[src/rtl/encoder_4_to_2_seq.sv]
// Registered 4-to-2 priority encoder: captures request pulses into a pending set and
// presents them one code at a time over a valid/ready handshake. Optional: ENCODER_ONEHOT_CHECK_EN.
module encoder_4_to_2_seq #(
  parameter int N_IN   = 4,
  parameter int CODE_W = 2
) (
  input  logic              clk,
  input  logic              rst_n,
  input  logic [N_IN-1:0]   d_in,
  output logic [CODE_W-1:0] code_out,
  output logic              valid_out,
  input  logic              ready_in,
  output logic [N_IN-1:0]   pending_out,
  output logic              drop_out,
  output logic              err_out
);

  typedef enum logic {IDLE, HOLD} state_t;

  state_t              state_reg, state_next;
  logic [N_IN-1:0]     pend_reg, pend_next;
  logic [N_IN-1:0]     clr, hit;
  logic [CODE_W-1:0]   code_reg, code_next, sel;
  logic                drop_reg, drop_next;
  logic                load;

  // Ascending scan lets the highest set index overwrite lower ones.
  always_comb begin
    sel = '0;
    for (int i = 0; i < N_IN; i++) begin
      if (pend_reg[i]) sel = CODE_W'(i);
    end
  end

  always_comb begin
    state_next = state_reg;
    code_next  = code_reg;
    load       = 1'b0;
    case (state_reg)
      IDLE: begin
        if (|pend_reg) begin
          load       = 1'b1;
          state_next = HOLD;
        end
      end
      HOLD: begin
        if (ready_in) begin
          if (|pend_reg) load = 1'b1;
          else           state_next = IDLE;
        end
      end
      default: state_next = IDLE;
    endcase
    if (load) code_next = sel;
  end

  assign clr = load ? (N_IN'(1) << sel) : '0;

  // A fresh request on a bit being cleared this edge is not a merge; it simply re-arms the bit.
  for (genvar gi = 0; gi < N_IN; gi++) begin : g_hit
    assign hit[gi] = d_in[gi] & pend_reg[gi] & ~clr[gi];
  end

  assign pend_next = (pend_reg & ~clr) | d_in;
  assign drop_next = |hit;

  always_ff @(posedge clk or negedge rst_n) begin
    if (!rst_n) begin
      state_reg <= IDLE;
      pend_reg  <= '0;
      code_reg  <= '0;
      drop_reg  <= 1'b0;
    end else begin
      state_reg <= state_next;
      pend_reg  <= pend_next;
      code_reg  <= code_next;
      drop_reg  <= drop_next;
    end
  end

`ifdef ENCODER_ONEHOT_CHECK_EN
  logic err_reg;
  logic multi_hot;

  // Clearing the lowest set bit leaves something only if two or more were set.
  assign multi_hot = |(d_in & (d_in - 1'b1));

  always_ff @(posedge clk or negedge rst_n) begin
    if (!rst_n) err_reg <= 1'b0;
    else if (multi_hot) err_reg <= 1'b1;
  end

  assign err_out = err_reg;
`else
  assign err_out = 1'b0;
`endif

  assign code_out    = code_reg;
  assign valid_out   = (state_reg == HOLD);
  assign pending_out = pend_reg;
  assign drop_out    = drop_reg;

endmodule

[config.mk]
export PLATFORM = sky130hd
export DESIGN_NAME = encoder_4_to_2_seq
export DESIGN_NICKNAME = d
export VERILOG_FILES = /design/src/rtl/encoder_4_to_2_seq.sv
export SDC_FILE = /design/constraint.sdc
export NUM_CORES = 1
export LEC_CHECK = 0
export ABC_AREA = 1
export BUFFER_PORTS_ARGS = -buffer_cell sky130_fd_sc_hd__buf_2
export CAP_MARGIN = 20
export CORE_AREA = 2 2 39 41
export DETAILED_ROUTE_END_ITERATION = 10
export DIE_AREA = 0 0 41 43
export GPL_TIMING_DRIVEN = 0
export HOLD_SLACK_MARGIN = 0.05
export PLACE_DENSITY = 0.61
export SLEW_MARGIN = 20
export SYNTH_ARGS = -nofsm -noshare
export SYNTH_HDL_FRONTEND = slang
export SYNTH_SLANG_ARGS = --single-unit
export TNS_END_PERCENT = 20
[constraint.sdc]
create_clock -name clk -period 1.2 [get_ports clk]
set_clock_uncertainty 0.05 [all_clocks]
set_input_delay 0.12 -clock clk [delete_from_list [all_inputs] [get_ports clk]]
set_output_delay 0.12 -clock clk [all_outputs]
set_load 0.005 [all_outputs]
==> flow_summary.json <==
{
  "arrival_ns": 1.25,
  "portBuffers": 14,
  "critical_path_buf_inv_count": 1,
  "instances_no_fill": 83,
  "ant_nets": 0,
  "p_int_mw": 0.444,
  "vias": 348,
  "crit_top_cell": "nand2_1",
  "drt_iter0_drc": 3,
  "tritoncts": "yes",
  "start_util_pct": 27.9,
  "io_pins": 16,
  "p_seq_share_pct": 51.4,
  "cts_sinks": 8,
  "finalCriticalPeriod_ns": 1.11,
  "syn_area_per_cell_um2": 8.59,
  "setup-violations-final": 0,
  "syn_nets": 52,
  "antennaDiodeCount": 0,
  "yosys_warnings": 0,
  "die_w_um": 41,
  "crit_chain": "nor2_4, nand2_2, nand2_4, nand3_1, nand2_1, inv_1, nand2_1",
  "ys_types": 15,
  "cp-end-kind": "register",
  "die_h_um": 43,
  "area_growth_pct": 42.7,
  "cts-root-buf": "clkbuf_4",
  "clock_path_buffers": 2,
  "post-route-period-util_pct": 92.9,
  "required_ns": 1.34,
  "dp.cells": 75,
  "hold_class": "input pin to asynchronous set/reset pin",
  "hpwlAfterDp_um": 563,
  "final_cell_mix": "buf_2, nand2_1, inv_1, dfrtp_1",
  "place.gp.congestion": 0.754,
  "fin_nets": 76,
  "numCtsBuffers": 3,
  "crit_family": "simple AND/OR/NAND/NOR gates",
  "grt_max_degree": 9,
  "post_dp_cell_area_um2": 477,
  "n_fill_cell": 168,
  "max_freq_mhz": 897,
  "grt_pass1_vias": 316,
  "drt_wl_total_um": 732,
  "first_pass_iters": 4,
  "crit_path_top_delay_cell": "dfrtp_2",
  "clkTransAtPathRegs_ns": 0.06,
  "p_sw_mw": 0.135,
  "rows": 14,
  "grt_usage_pct": 10.3,
  "netlist_area_um2": 387,
  "powerDensity_nw_per_um2": 1050,
  "combPwrFrac_pct": 14.4,
  "p_clk_share_pct": 34.2,
  "swShare_pct": 23.3,
  "ir_worst_vdd_mv": 0.359,
  "slew_viol_final": 0,
  "final_common_cell": "buf_2",
  "crit_type": "register to register",
  "drive_above_1_share_pct": 34.3,
  "grt_pass1_wl_mm": 1.21,
  "viasPerCell": 4.19,
  "finalHoldViolCount": 0,
  "netlist_instances": 45,
  "routedWlPerCell_um": 8.82,
  "cp_max_fo": 6,
  "grt.overflow.total": 0,
  "worst_setup_path_start_kind": "register",
  "cp_slowest_stage_delay_ns": 0.44,
  "yosys_register_bits": 8,
  "yosysSeqAreaShare_pct": 51.8,
  "maxCapViolCount": 0,
  "htree_num_levels": 1,
  "core_um2": 1380,
  "leakagePower_nw": 0.275,
  "fin_area_um2": 552,
  "antenna_found_initial": 0,
  "die_area_um2": 1760,
  "status": "finished, final reports clean",
  "rsz0062_at_grt": "yes",
  "drcViolationCount": 0,
  "clk_latency_ns": 0.25
}
## cells in the mapped netlist
cell type	count	area (um2)
nand2_2	1	6.26
nand2_1	10	37.5
nand3_1	5	25.0
nor2_4	1	11.3
nand4_1	1	6.26
a21o_1	4	30.0
o21ai_1	1	5.00
nor2_1	3	11.3
o21ai_0	1	5.00
dfrtp_1	8	200
buf_4	1	7.51
clkinv_1	1	3.75
conb_1	1	3.75
inv_1	6	22.5
nand2_4	1	11.3
## power groups by stage
stage          combinational (mW)  sequential (mW)  clock (mW)
2_1_floorplan              0.0362            0.302           0
3_3_place_gp               0.0716            0.301           0
5_1_grt                    0.0983            0.300       0.225
6_report                   0.0835            0.298       0.198
3_5_place_dp               0.0727            0.301           0
4_1_cts                    0.0852            0.297       0.209
## layer usage
metal  GRT usage, %  part of all wire [%]  up-vias
met5              0                     0        -
met4           6.00                   1.5        0
met3           4.71                   8.6        2
met2           14.1                    44       11
met1           12.7                    45      149
li1               -                     -      186
## cell families (layout without fill, tap and decap cells)
kind of cell | after synthesis | count (layout) | share of synthesized area [%]
flip-flops | 8 | 8 | 51.8
AO/OA/AOI/OAI | 6 | 6 | 10.4
buffers and inverters | 8 | 30 | 8.74
AND/OR/NAND/NOR | 22 | 22 | 28.2
other | 1 | 1 | 0.970
## area by class of cell
type / instances / area [um2] / area share, %
buffer: 1 / 7.51 / 1.36
clock buffer: 3 / 22.5 / 4.08
inverter: 7 / 26.3 / 4.76
multi-input combinational: 29 / 153 / 27.7
sequential: 8 / 203 / 36.7
tap: 16 / 20.0 / 3.63
timing repair buffer: 19 / 120 / 21.8
## registers in the layout, summed over array words and instances (netlist names)
signal	flops
drop_out	1
valid_out	1
pending_out	4
code_out	2
## worst reg2reg max path, stage by stage (launching register included)
cell and delay [ns]:
dfrtp_2 0.44, nor2_4 0.17, nand2_2 0.08, nand2_4 0.09
nand3_1 0.07, nand2_1 0.07, inv_1 0.04, nand2_1 0.05
## final timing paths
path / from / endpoint / cells past startpoint / slack, ns
setup / recovery: pending_out[2] / drop_out / 7 / 0.09
hold / removal: rst_n / pending_out[3] / 2 / 0.19
setup reg to reg: pending_out[2] / drop_out / 7 / 0.09
hold reg to reg: code_out[1] / code_out[1] / 2 / 0.43
max in group asynchronous: rst_n / pending_out[2] / 2 / 0.73
min in group clk: ready_in / valid_out / 4 / 0.24
## through the flow
stage                     power [mW]  hold WS [ns]  util [%]  setup slack [ns]  TNS (ns)
after floorplan                0.339        -0.226         -             0.157         0
after global placement         0.373       -0.0782      34.4            0.0756         0
after detailed placement       0.374       -0.0767      34.4            0.0622         0
after CTS                      0.591         0.191      39.7            0.0514         0
after global routing           0.624         0.216      39.9           -0.0315   -0.0315
final                          0.579         0.189      39.9            0.0853         0
## repair_timing
action | 4_1_cts | 5_1_grt
setup endpoints to repair | 0 | 1
setup buffers | 0 | 0
endpoints found under the hold margin | 12 | 0
gates resized for setup | 0 | 2
hold buffers | 5 | 0
Power figures use the tool's default switching activity.
